$ cat src/rtl/xnor2_serial_match_ctrl_pkg.sv
// xnor2_serial_match_ctrl_pkg: state encodings and index-width derivation
// shared by the serial match controller and its bench.
package xnor2_serial_match_ctrl_pkg;
   typedef enum logic [1:0] {
      ST_IDLE = 2'd0,
      ST_RUN  = 2'd1,
      ST_DONE = 2'd2
   } state_e;
   function automatic int idx_width(input int w);
      return (w > 1) ? $clog2(w) : 1;
   endfunction
endpackage

$ cat src/rtl/xnor2_serial_match_ctrl_cell.sv
// xnor2_serial_match_ctrl_cell: single xnor2 (drive-1) cell slot; ZN = ~(A1 ^ A2),
// with the cell's power pins carried through when present.
module xnor2_serial_match_ctrl_cell (
`ifdef USE_POWER_PINS
   inout  wire  VDD,
   inout  wire  VSS,
`endif
   input  logic A1,
   input  logic A2,
   output logic ZN
);
   assign ZN = ~(A1 ^ A2);
endmodule

$ cat src/rtl/xnor2_serial_match_ctrl.sv
// xnor2_serial_match_ctrl: bit-serial equality compare of A and B, LSB first,
// through one shared xnor2 cell; reports MATCH and the first mismatching index.
module xnor2_serial_match_ctrl
   import xnor2_serial_match_ctrl_pkg::*;
#(
   parameter int WIDTH      = 8,
   parameter bit EARLY_EXIT = 1'b1,
   parameter int IDXW       = idx_width(WIDTH)
) (
`ifdef USE_POWER_PINS
   inout  wire              VDD,
   inout  wire              VSS,
`endif
   input  logic             CLK,
   input  logic             RN,
   input  logic             START,
   input  logic [WIDTH-1:0] A,
   input  logic [WIDTH-1:0] B,
   output logic             BUSY,
   output logic             DONE,
   output logic             MATCH,
   output logic [IDXW-1:0]  MISMATCH_IDX
);
   state_e           state_q, state_d;
   logic [WIDTH-1:0] a_sh_q, a_sh_d, b_sh_q, b_sh_d;
   logic [IDXW-1:0]  idx_q, idx_d, midx_q, midx_d;
   logic             acc_q, acc_d, match_q, match_d;
   logic             busy_q, busy_d, done_q, done_d;
   logic             bit_eq, last;

   xnor2_serial_match_ctrl_cell u_xnor2 (
`ifdef USE_POWER_PINS
      .VDD (VDD),
      .VSS (VSS),
`endif
      .A1  (a_sh_q[0]),
      .A2  (b_sh_q[0]),
      .ZN  (bit_eq)
   );

   assign last = (idx_q == IDXW'(WIDTH - 1));

   // acc stays 1 until the first zero, so it doubles as the first-miss flag
   always_comb begin
      state_d = state_q;
      a_sh_d  = a_sh_q;
      b_sh_d  = b_sh_q;
      idx_d   = idx_q;
      acc_d   = acc_q;
      match_d = match_q;
      midx_d  = midx_q;
      case (state_q)
         ST_IDLE: if (START) begin
            a_sh_d  = A;
            b_sh_d  = B;
            idx_d   = '0;
            acc_d   = 1'b1;
            match_d = 1'b0;
            midx_d  = '0;
            state_d = ST_RUN;
         end
         ST_RUN: begin
            a_sh_d = a_sh_q >> 1;
            b_sh_d = b_sh_q >> 1;
            idx_d  = idx_q + IDXW'(1);
            acc_d  = acc_q & bit_eq;
            if (acc_q && !bit_eq) midx_d = idx_q;
            if (!bit_eq && EARLY_EXIT) begin
               match_d = 1'b0;
               state_d = ST_DONE;
            end else if (last) begin
               match_d = acc_q & bit_eq;
               state_d = ST_DONE;
            end
         end
         ST_DONE: state_d = ST_IDLE;
         default: state_d = ST_IDLE;
      endcase
      busy_d = (state_d == ST_RUN);
      done_d = (state_d == ST_DONE);
   end

   always_ff @(posedge CLK or negedge RN) begin
      if (!RN) begin
         state_q <= ST_IDLE;
         a_sh_q  <= '0;
         b_sh_q  <= '0;
         idx_q   <= '0;
         acc_q   <= 1'b0;
         match_q <= 1'b0;
         midx_q  <= '0;
         busy_q  <= 1'b0;
         done_q  <= 1'b0;
      end else begin
         state_q <= state_d;
         a_sh_q  <= a_sh_d;
         b_sh_q  <= b_sh_d;
         idx_q   <= idx_d;
         acc_q   <= acc_d;
         match_q <= match_d;
         midx_q  <= midx_d;
         busy_q  <= busy_d;
         done_q  <= done_d;
      end
   end

   assign BUSY         = busy_q;
   assign DONE         = done_q;
   assign MATCH        = match_q;
   assign MISMATCH_IDX = midx_q;
endmodule

$ cat config.mk
export PLATFORM = sky130hd
export DESIGN_NAME = xnor2_serial_match_ctrl
export DESIGN_NICKNAME = d
export VERILOG_FILES = /design/src/rtl/xnor2_serial_match_ctrl_pkg.sv /design/src/rtl/xnor2_serial_match_ctrl_cell.sv /design/src/rtl/xnor2_serial_match_ctrl.sv
export SDC_FILE = /design/constraint.sdc
export NUM_CORES = 1
export LEC_CHECK = 0
export CAP_MARGIN = 0
export CORE_MARGIN = 2
export CORE_UTILIZATION = 35
export DETAILED_ROUTE_END_ITERATION = 12
export DONT_BUFFER_PORTS = 1
export PLACE_DENSITY = 0.47
export SYNTH_ARGS = -nofsm -noshare
export SYNTH_HDL_FRONTEND = slang
export SYNTH_HIERARCHICAL = 1
export SYNTH_SLANG_ARGS = --single-unit
$ cat constraint.sdc
create_clock -name CLK -period 2.6 [get_ports CLK]
set_input_delay 0 -clock CLK [delete_from_list [all_inputs] [get_ports CLK]]
set_output_delay 0 -clock CLK [all_outputs]
set_load 0.02 [all_outputs]
### After elaboration in Yosys (flattened, before gate mapping)

Cells that the tools add are included.

* flip-flop bits (word level): 28
* input port bits: 19
* output and inout bits: 6

* equal/unequal tests: 7
* multiplexer cells: 18
* bitwise logic cells: 3
* add/sub/neg operators: 1
* reduce and logical (&&, ||, !) cells: 6

Operators by type and width (count)
* $pmux 8 s2: 2
* $mux 8: 2
* $pmux 3 s2: 2
* $mux 2: 3
* $mux 3: 2
* $reduce_and 3->1: 2
* $eq 2x1->1 const B: 2
* $mux 1: 4
* $ne 2x2->1 const B: 2
* $pmux 1 s2: 2
* $pmux 2 s2: 1
* $add 3x1->3 const B: 1
* $eq 3x3->1 const B: 1
* $ne 3x3->1 const B: 1
* $eq 2x2->1 const B: 1
* $logic_not 2->1: 1
* $reduce_and 2->1: 1
* $reduce_bool 2->1: 1
* $and 1x1->1: 1
* $logic_and 1x1->1: 1
* $not 1->1: 1
* $xor 1x1->1: 1

### Logic depth before layout (Yosys ltp)

Gate-level depths: netlist (run 1).

* depth in word-level cells: 6
* depth in mapped cells: 6
* depth with buffers taken out: 5

### Modules after synthesis

Netlist (run 1), hierarchy kept.

Modules (own cells, without submodules)
* xnor2_serial_match_ctrl: cells an instance 123, times used 1, area each 1301.2 µm²
* xnor2_serial_match_ctrl_cell: cells an instance 1, times used 1, area each 8.8 µm²

### Worst setup path after synthesis (run 1)

No wires, ideal clock.

* path type: register to register
* start point: reg b_sh_q[0]
* end point: reg midx_q[0] (netlist: MISMATCH_IDX[0])
* buffers on the path: 0
* required time: 2521 ps
* library setup time: 79 ps
* data arrival time: 1157 ps
* stages on the path, launching flop included: 5
* setup slack: 1364 ps
* cell sequence: dfrtp_1 > xnor2_1 > and4bb_4 > a21oi_4 > mux2i_1

* longest elaborated chain between the ends: 4

Ends and longest elaborated chain
* from (decl): RTL line xnor2_serial_match_ctrl.sv:25 `logic [WIDTH-1:0] a_sh_q, a_sh_d, b_sh_q, b_sh_d;`
* from (signal assigned): RTL line xnor2_serial_match_ctrl.sv:97 `b_sh_q <= b_sh_d;`
* $xor 1x1->1: RTL line xnor2_serial_match_ctrl_cell.sv:12 `assign ZN = ~(A1 ^ A2);`
* $logic_and 1x1->1: RTL line xnor2_serial_match_ctrl.sv:67 `if (acc_q && !bit_eq) midx_d = idx_q;`
* $ne 2x2->1 (no source line)
* $reduce_and 3->1 (no source line)
* to (signal assigned): RTL line xnor2_serial_match_ctrl.sv:101 `midx_q <= midx_d;`
* to (decl): RTL line xnor2_serial_match_ctrl.sv:26 `logic [IDXW-1:0] idx_q, idx_d, midx_q, midx_d;`

No other way between the ends.
A chain may end at the register's enable or synchronous reset.

### Final worst setup path (run 1)

* start point: reg state_q[1]
* end point: reg b_sh_q[4]

* longest elaborated chain between the ends: 3
* elaborated cells between the ends (all ways): 6
* those cells by class: 2 x eq/ne; 1 x mux; 3 x reduce/logical

Ends and longest elaborated chain
* from (decl): RTL line xnor2_serial_match_ctrl.sv:24 `state_e state_q, state_d;`
* from (signal assigned): RTL line xnor2_serial_match_ctrl.sv:95 `state_q <= state_d;`
* $eq 2x1->1 / $logic_not 2->1 (equally long branches): RTL line xnor2_serial_match_ctrl.sv:52 `case (state_q)`
* $reduce_bool 2->1 (no source line) / $ne 2x2->1 (equally long branches)
* $reduce_and 2->1 (no source line)

Parallel ways exist; a longest one is shown, timed or not.

==> flow_summary.json, run 1 <==
{
  "status": "completed",
  "vdd_drop_max_v": 0.000438,
  "cp.arrival_ns": 1.76,
  "synth_nets": 145,
  "hp-start": "START",
  "clock.fmax_ghz": 0.643,
  "syn-cell-area_um2": 1310,
  "muxShareOfSynthArea": 0.0306,
  "h-tree-depth": 1,
  "netlist_top_cells_count": "dfrtp_1, o22ai_1, a21oi_1",
  "synthCells": 124,
  "wl_per_cell_um": 15.6,
  "coreArea_um2": 3630,
  "synth_top_family_by_area": "compound AO/OA/AOI/OAI gates",
  "rr_startpoint": "state_q[1]",
  "dp_hpwl_um": 1820,
  "drc": 0,
  "critPathKind": "reg -> reg",
  "worstSkewPairLatency_ns": 0.27,
  "worst_path_max_delay_cell": "nand2b_1",
  "cp_top_family": "simple AND/OR/NAND/NOR gates",
  "drt_iter0_drc": 68,
  "synth_area_leaders": "dfrtp_1, o22ai_1, a21oi_1, mux2i_1, buf_4",
  "gp_congestion": 0.724,
  "synthSimpleGateAreaFrac": 0.0936,
  "synth_top_area_frac": 0.535,
  "r2r.worst_path.cells": 3,
  "cp-end-kind": "flop",
  "path_buf_inv": 0,
  "worstPathCellList": "nand2b_1 > o22ai_1 > a21oi_1",
  "max_stage_delay_ns": 0.60,
  "synth-edff-count": 0,
  "yosysTopAreaCell": "dfrtp_1",
  "start_util": 0.361,
  "synth_compound_area_frac": 0.252,
  "drt-vias-per-instance": 5.59,
  "synth_xor_area_frac": 0.00669,
  "hold_depth": 3,
  "yosysSeqAreaShare": 0.535,
  "finalSetupViolCount": 0,
  "hold_viol": 0,
  "critPathLaunchType": "flop",
  "hold_end": "acc_q",
  "io_buffers": 0,
  "drive_gt1_frac": 0.0647,
  "antenna_found_initial": 0,
  "fin_util": 0.433,
  "rsz0062_at_grt": "false",
  "powerDensity_nw_per_um2": 1100,
  "drv_slew": 0,
  "tightest_slew_ns": 0.688,
  "path_clk_slew_ns": 0.09,
  "die_x_um": 65.2,
  "nets": 161,
  "fin_crit_ns": 1.56,
  "grt_overflow": 0,
  "grt_pass1_wl_um": 4860,
  "rows": 22,
  "drtPass1Iterations": 4,
  "ys_ff_latch": 28,
  "grt_usage": 0.146,
  "worst_r2r_endpoint": "b_sh_q[4]",
  "numClockSinks": 28,
  "cts_made_buffers": 3,
  "reg2reg_slack_ns": 1.04,
  "grt_pass1_vias": 1029,
  "finalSetupTns_ns": 0,
  "finClkSkew_ns": 0.00162,
  "fillers": 366,
  "hold_path_class": "in -> reg",
  "num_antenna_cells": 0,
  "clock_path_buffers": 2,
  "synth_fa_ha_area_frac": 0.0191,
  "crit_fanout": 18,
  "maxCapViolCount": 0,
  "max_slew_margin": 0.541,
  "syn2layout_area_growth_pct": 20.0,
  "die_h_um": 65.2,
  "post-route-period-util": 0.598,
  "synth_area_per_cell_um2": 10.6,
  "cp.required_ns": 2.80,
  "ys_warn_count": 6,
  "wl_um": 2910,
  "synth_ff_type": "dfrtp_1",
  "synth_cell_types": 23,
  "cts-root-buf": "clkbuf_8",
  "p_leak_nw": 0.641,
  "async_flop_share": 1.00,
  "grt_max_degree": 29,
  "io_pins": 25,
  "dieArea_um2": 4250,
  "cts_tree": "built",
  "ant_nets": 0,
  "vias": 1045
}
sequential cells by signal, indices dropped and copies added (netlist names):
name / cells
state_q: 2
acc_q: 1
MISMATCH_IDX: 3
idx_q: 3
MATCH: 1
a_sh_q: 8
BUSY: 1
b_sh_q: 8
DONE: 1
repair_timing:
item                                   in CTS  in global routing
setup buffers                               0                  0
setup endpoints to repair                   0                  0
endpoints found under the hold margin      46                  0
hold buffers                               20                  0
gates resized for setup                     0                  0
layout by cell type (no fill, tap or decap), types with 5 or more instances in the layout:
| master | synthesis | routed |
|---|---|---|
| o22ai_1 | 28 | 28 |
| dlygate4sd3_1 | 0 | 19 |
| o21ai_0 | 5 | 5 |
| dfrtp_1 | 28 | 28 |
| a21oi_1 | 16 | 16 |
| inv_1 | 5 | 5 |
| nand2_1 | 8 | 8 |
per-layer routing:
| metal | GRT usage | wire (um) |
|---|---|---|
| met1 | 0.193 | 1350 |
| met2 | 0.239 | 1390 |
| met3 | 0.0274 | 130 |
| met4 | 0.0547 | 40 |
| met5 | 0 | 0 |
report_power, final:
group	switching (mW)	internal [mW]	leakage, nW	total (mW)
Sequential	0.203	0.623	0.334	0.826
Combinational	0.344	0.285	0.278	0.629
Clock	0.133	0.136	0.0288	0.269
Total	0.681	1.04	0.641	1.72
cell type report:
cell class	instances	area [um2]	share of cell area
timing repair buffer	20	210	0.134
multi-input combinational	82	527	0.335
clock buffer	4	55.1	0.0350
inverter	5	18.8	0.0119
sequential	28	701	0.446
tap	48	60.1	0.0382
stage by stage:
step	area, um2	power, mW	hold WS, ns	setup slack [ns]	instances
finish	1570	1.72	0.0663	1.04	187
global route	1570	1.86	0.0832	0.910	187
CTS	1570	1.73	0.0587	1.07	187
detailed placement	1310	1.43	-0.295	1.09	163
global placement	1310	1.41	-0.295	1.12	163
floorplan	1310	1.34	-0.296	1.36	124
worst max path at each step:
stage,endpoint,slack [ns],cells past startpoint,start
after floorplan,MISMATCH_IDX[0],1.36,4,b_sh_q[0]
after global routing,b_sh_q[4],0.91,3,state_q[1]
after detailed placement,b_sh_q[4],1.09,3,state_q[1]
after global placement,MATCH,1.12,3,state_q[1]
after CTS,b_sh_q[4],1.07,3,state_q[1]
final,b_sh_q[4],1.04,3,state_q[1]
tightest hold or removal path, stage by stage:
cell and delay (ns):
and2b_4 0.17, o21ai_0 0.08, nand2_1 0.06
cells by family after synthesis:
kind of cell / count (synthesis)
simple gates: 21
mux: 4
fa+ha+maj: 2
xor+xnor: 1
compound gates: 54
flops: 28
buf+inv: 14
Note: power is estimated with default switching activity, not from simulation.
==> inputs of run 2 (changes only) <==
==> constraint.sdc (replaced) <==
create_clock -name CLK -period 1.5 [get_ports CLK]
set_input_delay 0 -clock CLK [delete_from_list [all_inputs] [get_ports CLK]]
set_output_delay 0 -clock CLK [all_outputs]
set_load 0.02 [all_outputs]
==> flow_summary.json, run 2 (same netlist as run 1, synthesis figures left out) <==
{
  "status": "completed",
  "clock_path_buffers": 2,
  "grt_pass1_vias": 1033,
  "gp_congestion": 0.702,
  "finClkSkew_ns": 0.00117,
  "grt_usage": 0.149,
  "cp-end-kind": "flop",
  "fillers": 363,
  "dieArea_um2": 4250,
  "numClockSinks": 28,
  "cp.arrival_ns": 1.51,
  "vias": 1016,
  "finalSetupTns_ns": 0,
  "syn2layout_area_growth_pct": 21.2,
  "cts-root-buf": "clkbuf_8",
  "hold_viol": 0,
  "hold_path_class": "in -> reg",
  "crit_fanout": 4,
  "worst_path_max_delay_cell": "dfrtp_1",
  "critPathLaunchType": "flop",
  "coreArea_um2": 3630,
  "grt_max_degree": 29,
  "p_leak_nw": 0.655,
  "worstSkewPairLatency_ns": 0.27,
  "post-route-period-util": 0.874,
  "tightest_slew_ns": 0.647,
  "drc": 0,
  "rows": 22,
  "grt_pass1_wl_um": 4890,
  "ant_nets": 0,
  "worstPathCellList": "ha_1 > ha_1 > nor2b_2 > mux2i_1 > nor2_1",
  "wl_per_cell_um": 15.2,
  "die_h_um": 65.2,
  "powerDensity_nw_per_um2": 1910,
  "drv_slew": 0,
  "dp_hpwl_um": 1880,
  "cts_made_buffers": 3,
  "rsz0062_at_grt": "false",
  "io_pins": 25,
  "drt_iter0_drc": 80,
  "h-tree-depth": 1,
  "path_clk_slew_ns": 0.09,
  "cts_tree": "built",
  "maxCapViolCount": 0,
  "nets": 165,
  "wl_um": 2880,
  "grt_overflow": 0,
  "drtPass1Iterations": 4,
  "max_stage_delay_ns": 0.42,
  "path_common_cell": "ha_1",
  "cts_setup_buffers": 0,
  "cp.required_ns": 1.70,
  "largestRegisters": "a_sh_q: 8 flops, b_sh_q: 8 flops",
  "drt-vias-per-instance": 5.35,
  "io_buffers": 0,
  "max_slew_margin": 0.567,
  "start_util": 0.361,
  "finalSetupViolCount": 0,
  "fin_crit_ns": 1.31,
  "vdd_drop_max_v": 0.000791,
  "num_antenna_cells": 0,
  "most-common-layout-cells": "dfrtp_1, o22ai_1, dlygate4sd3_1",
  "clock.fmax_ghz": 0.763,
  "drive_gt1_frac": 0.0986,
  "critPathKind": "reg -> reg",
  "holdWs_ns": 0.0419,
  "antenna_found_initial": 0,
  "die_x_um": 65.2
}
==> run 2: final cells by class <==
class,instances,area [um2],share of cell area
inverters,5,18.8,0.0118
flip-flops and latches,28,701,0.441
repair buffers,24,238,0.150
multi-input cells,82,529,0.333
well taps,48,60.1,0.0378
clock buffers,3,41.3,0.0260
==> run 2: path summary, 6_finish.rpt <==
kind	start	end	slack, ns	cells after the start
hold / removal	START	idx_q[0]	0.04	3
max in group asynchronous	RN	b_sh_q[2]	1.17	2
setup / recovery	idx_q[0]	state_q[0]	0.19	5
hold reg to reg	a_sh_q[7]	a_sh_q[7]	0.53	2
setup reg to reg	idx_q[0]	state_q[0]	0.19	5
min in group asynchronous	RN	a_sh_q[4]	0.16	2
==> run 2: routing by layer <==
metal,routed length [um],global-route usage,share of wire
met5,0,0,0
met4,35,0.0547,0.012
met3,133,0.0257,0.046
met2,1350,0.240,0.47
met1,1360,0.202,0.47
==> run 2: critical path, delay by kind of cell (launching register included) <==
kind / cells / cell delay, ns
flops: 1 / 0.42
fa+ha+maj: 2 / 0.41
simple gates: 2 / 0.30
mux: 1 / 0.11
==> run 2: power by group <==
part | total, mW | internal [mW] | switching [mW] | leakage (nW)
clock | 0.395 | 0.180 | 0.215 | 0.0216
sequential | 1.43 | 1.08 | 0.350 | 0.334
combinational | 1.21 | 0.590 | 0.622 | 0.300
total | 3.04 | 1.85 | 1.19 | 0.655
==> run 2: timing repair <==
action	4_1_cts	5_1_grt
endpoints found under the hold margin	46	0
setup endpoints to repair	0	3
gates resized for setup	0	1
hold buffers	19	0
==> run 2: metrics by stage <==
step	power, mW	cell area, um2	utilization	instances	worst slack [ns]
final	3.04	1590	0.437	190	0.190
after global placement	2.55	1340	0.370	168	0.214
after floorplan	2.32	1310	-	124	0.264
after detailed placement	2.58	1340	0.370	168	0.165
after global routing	3.30	1590	0.437	190	0.0613
after CTS	3.06	1590	0.436	190	0.112
==> inputs of run 3 (changes only) <==
==> constraint.sdc (replaced) <==
create_clock -name CLK -period 1.5 [get_ports CLK]
set_input_delay 0.15 -clock CLK [delete_from_list [all_inputs] [get_ports CLK]]
set_output_delay 0.15 -clock CLK [all_outputs]
set_load 0.02 [all_outputs]
==> flow_summary.json, run 3 (same netlist as run 1, synthesis figures left out) <==
{
  "cp-end-kind": "flop",
  "clock.fmax_ghz": 0.772,
  "maxCapViolCount": 0,
  "cp.arrival_ns": 1.49,
  "wl_um": 2810,
  "finalSetupTns_ns": 0,
  "grt_pass1_wl_um": 4730,
  "cp.required_ns": 1.70,
  "h-tree-depth": 1,
  "holdWs_ns": 0.0598,
  "nets": 148,
  "fillers": 380,
  "grt_max_degree": 29,
  "vias": 941,
  "coreArea_um2": 3630,
  "drv_slew": 0,
  "cts_setup_buffers": 0,
  "wl_per_cell_um": 16.2,
  "worstSkewPairLatency_ns": 0.27,
  "grt_usage": 0.144,
  "antenna_found_initial": 0,
  "top_usage_layer": "met2",
  "hold_viol": 0,
  "ant_nets": 0,
  "io_buffers": 0,
  "powerDensity_nw_per_um2": 2110,
  "max_slew_margin": 0.691,
  "cts_made_buffers": 3,
  "numClockSinks": 28,
  "largestRegisters": "a_sh_q: 8 flops, b_sh_q: 8 flops",
  "cts-root-buf": "clkbuf_8",
  "finalSetupViolCount": 0,
  "tightest_slew_ns": 0.462,
  "setup_ws_ns": 0.205,
  "drt_iter0_drc": 76,
  "die_x_um": 65.2,
  "critPathLaunchType": "flop",
  "syn2layout_area_growth_pct": 8.21,
  "crit_fanout": 3,
  "num_antenna_cells": 0,
  "start_util": 0.361,
  "drt-vias-per-instance": 5.44,
  "vdd_drop_max_v": 0.000788,
  "dp_hpwl_um": 1880,
  "drtPass1Iterations": 4,
  "rsz0062_at_grt": "false",
  "die_h_um": 65.2,
  "p_leak_nw": 0.584,
  "drive_gt1_frac": 0.112,
  "grt_util_met3": 0.0274,
  "post-route-period-util": 0.864,
  "finClkSkew_ns": 0.00102,
  "io_pins": 25,
  "met2_usage": 0.232,
  "cts_tree": "built",
  "rows": 22,
  "path_clk_slew_ns": 0.09,
  "hold_path_class": "in -> reg",
  "dp_slack_ns": 0.165,
  "grt_pass1_vias": 975,
  "status": "completed",
  "gr-usage-met1": 0.192,
  "fin_crit_ns": 1.30,
  "critPathKind": "reg -> reg",
  "grt_overflow": 0,
  "clock_path_buffers": 2,
  "most-common-layout-cells": "dfrtp_1, o22ai_1, a21oi_1",
  "drc": 0,
  "gp_congestion": 0.702,
  "dieArea_um2": 4250
}
## run 3: cell count changes in the layout (fill, tap and decap cells not counted), sizes merged
cell	previous run	this run
dlygate4sd3	18	1
## run 3: area by class of cell
type | instances | area [um2] | share of cell area
tap | 48 | 60.1 | 0.0424
inverter | 5 | 18.8 | 0.0132
multi-input combinational | 82 | 529 | 0.373
clock buffer | 3 | 41.3 | 0.0291
timing repair buffer | 7 | 67.6 | 0.0477
sequential | 28 | 701 | 0.494
## run 3: final timing paths
| check | startpoint | end | slack (ns) | cells past startpoint |
|---|---|---|---|---|
| worst max-delay path | a_sh_q[0] | MISMATCH_IDX[0] | 0.20 | 4 |
| worst min-delay path | START | state_q[0] | 0.06 | 2 |
| worst max register to register | a_sh_q[0] | MISMATCH_IDX[0] | 0.20 | 4 |
| worst min register to register | a_sh_q[7] | a_sh_q[7] | 0.53 | 2 |
| max in group asynchronous | RN | idx_q[0] | 1.03 | 2 |
| min in group asynchronous | RN | a_sh_q[2] | 0.32 | 2 |
## run 3: repair_timing
action                                  4_1_cts  5_1_grt
resized for setup                             0        1
endpoints found under the setup margin        0        2
hold buffers                                  2        0
endpoints found under the hold margin        28        0
## run 3: metal layers
metal,up-vias,routed length [um]
met5,-,0
met4,0,35
met3,4,140
met2,20,1340
met1,457,1290
li1,460,-
## run 3: stage by stage
step	total power [mW]	cell area (um2)	std cells	utilization
finish	2.99	1420	173	0.390
global route	3.26	1420	173	0.390
CTS	3.01	1420	173	0.389
detailed placement	2.58	1340	168	0.370
global placement	2.55	1340	168	0.370
floorplan	2.32	1310	124	-
## run 3: report_power, final
part           switching [mW]  internal [mW]  leakage [nW]
clock network           0.216          0.180        0.0216
registers               0.345           1.08         0.334
logic                   0.607          0.561         0.229
total                    1.17           1.82         0.584
## run 3: critical path: stages (launching register included)
cell,delay (ns)
dfrtp_1,0.43
xnor2_1,0.20
and4bb_4,0.23
a21oi_4,0.16
mux2i_1,0.20
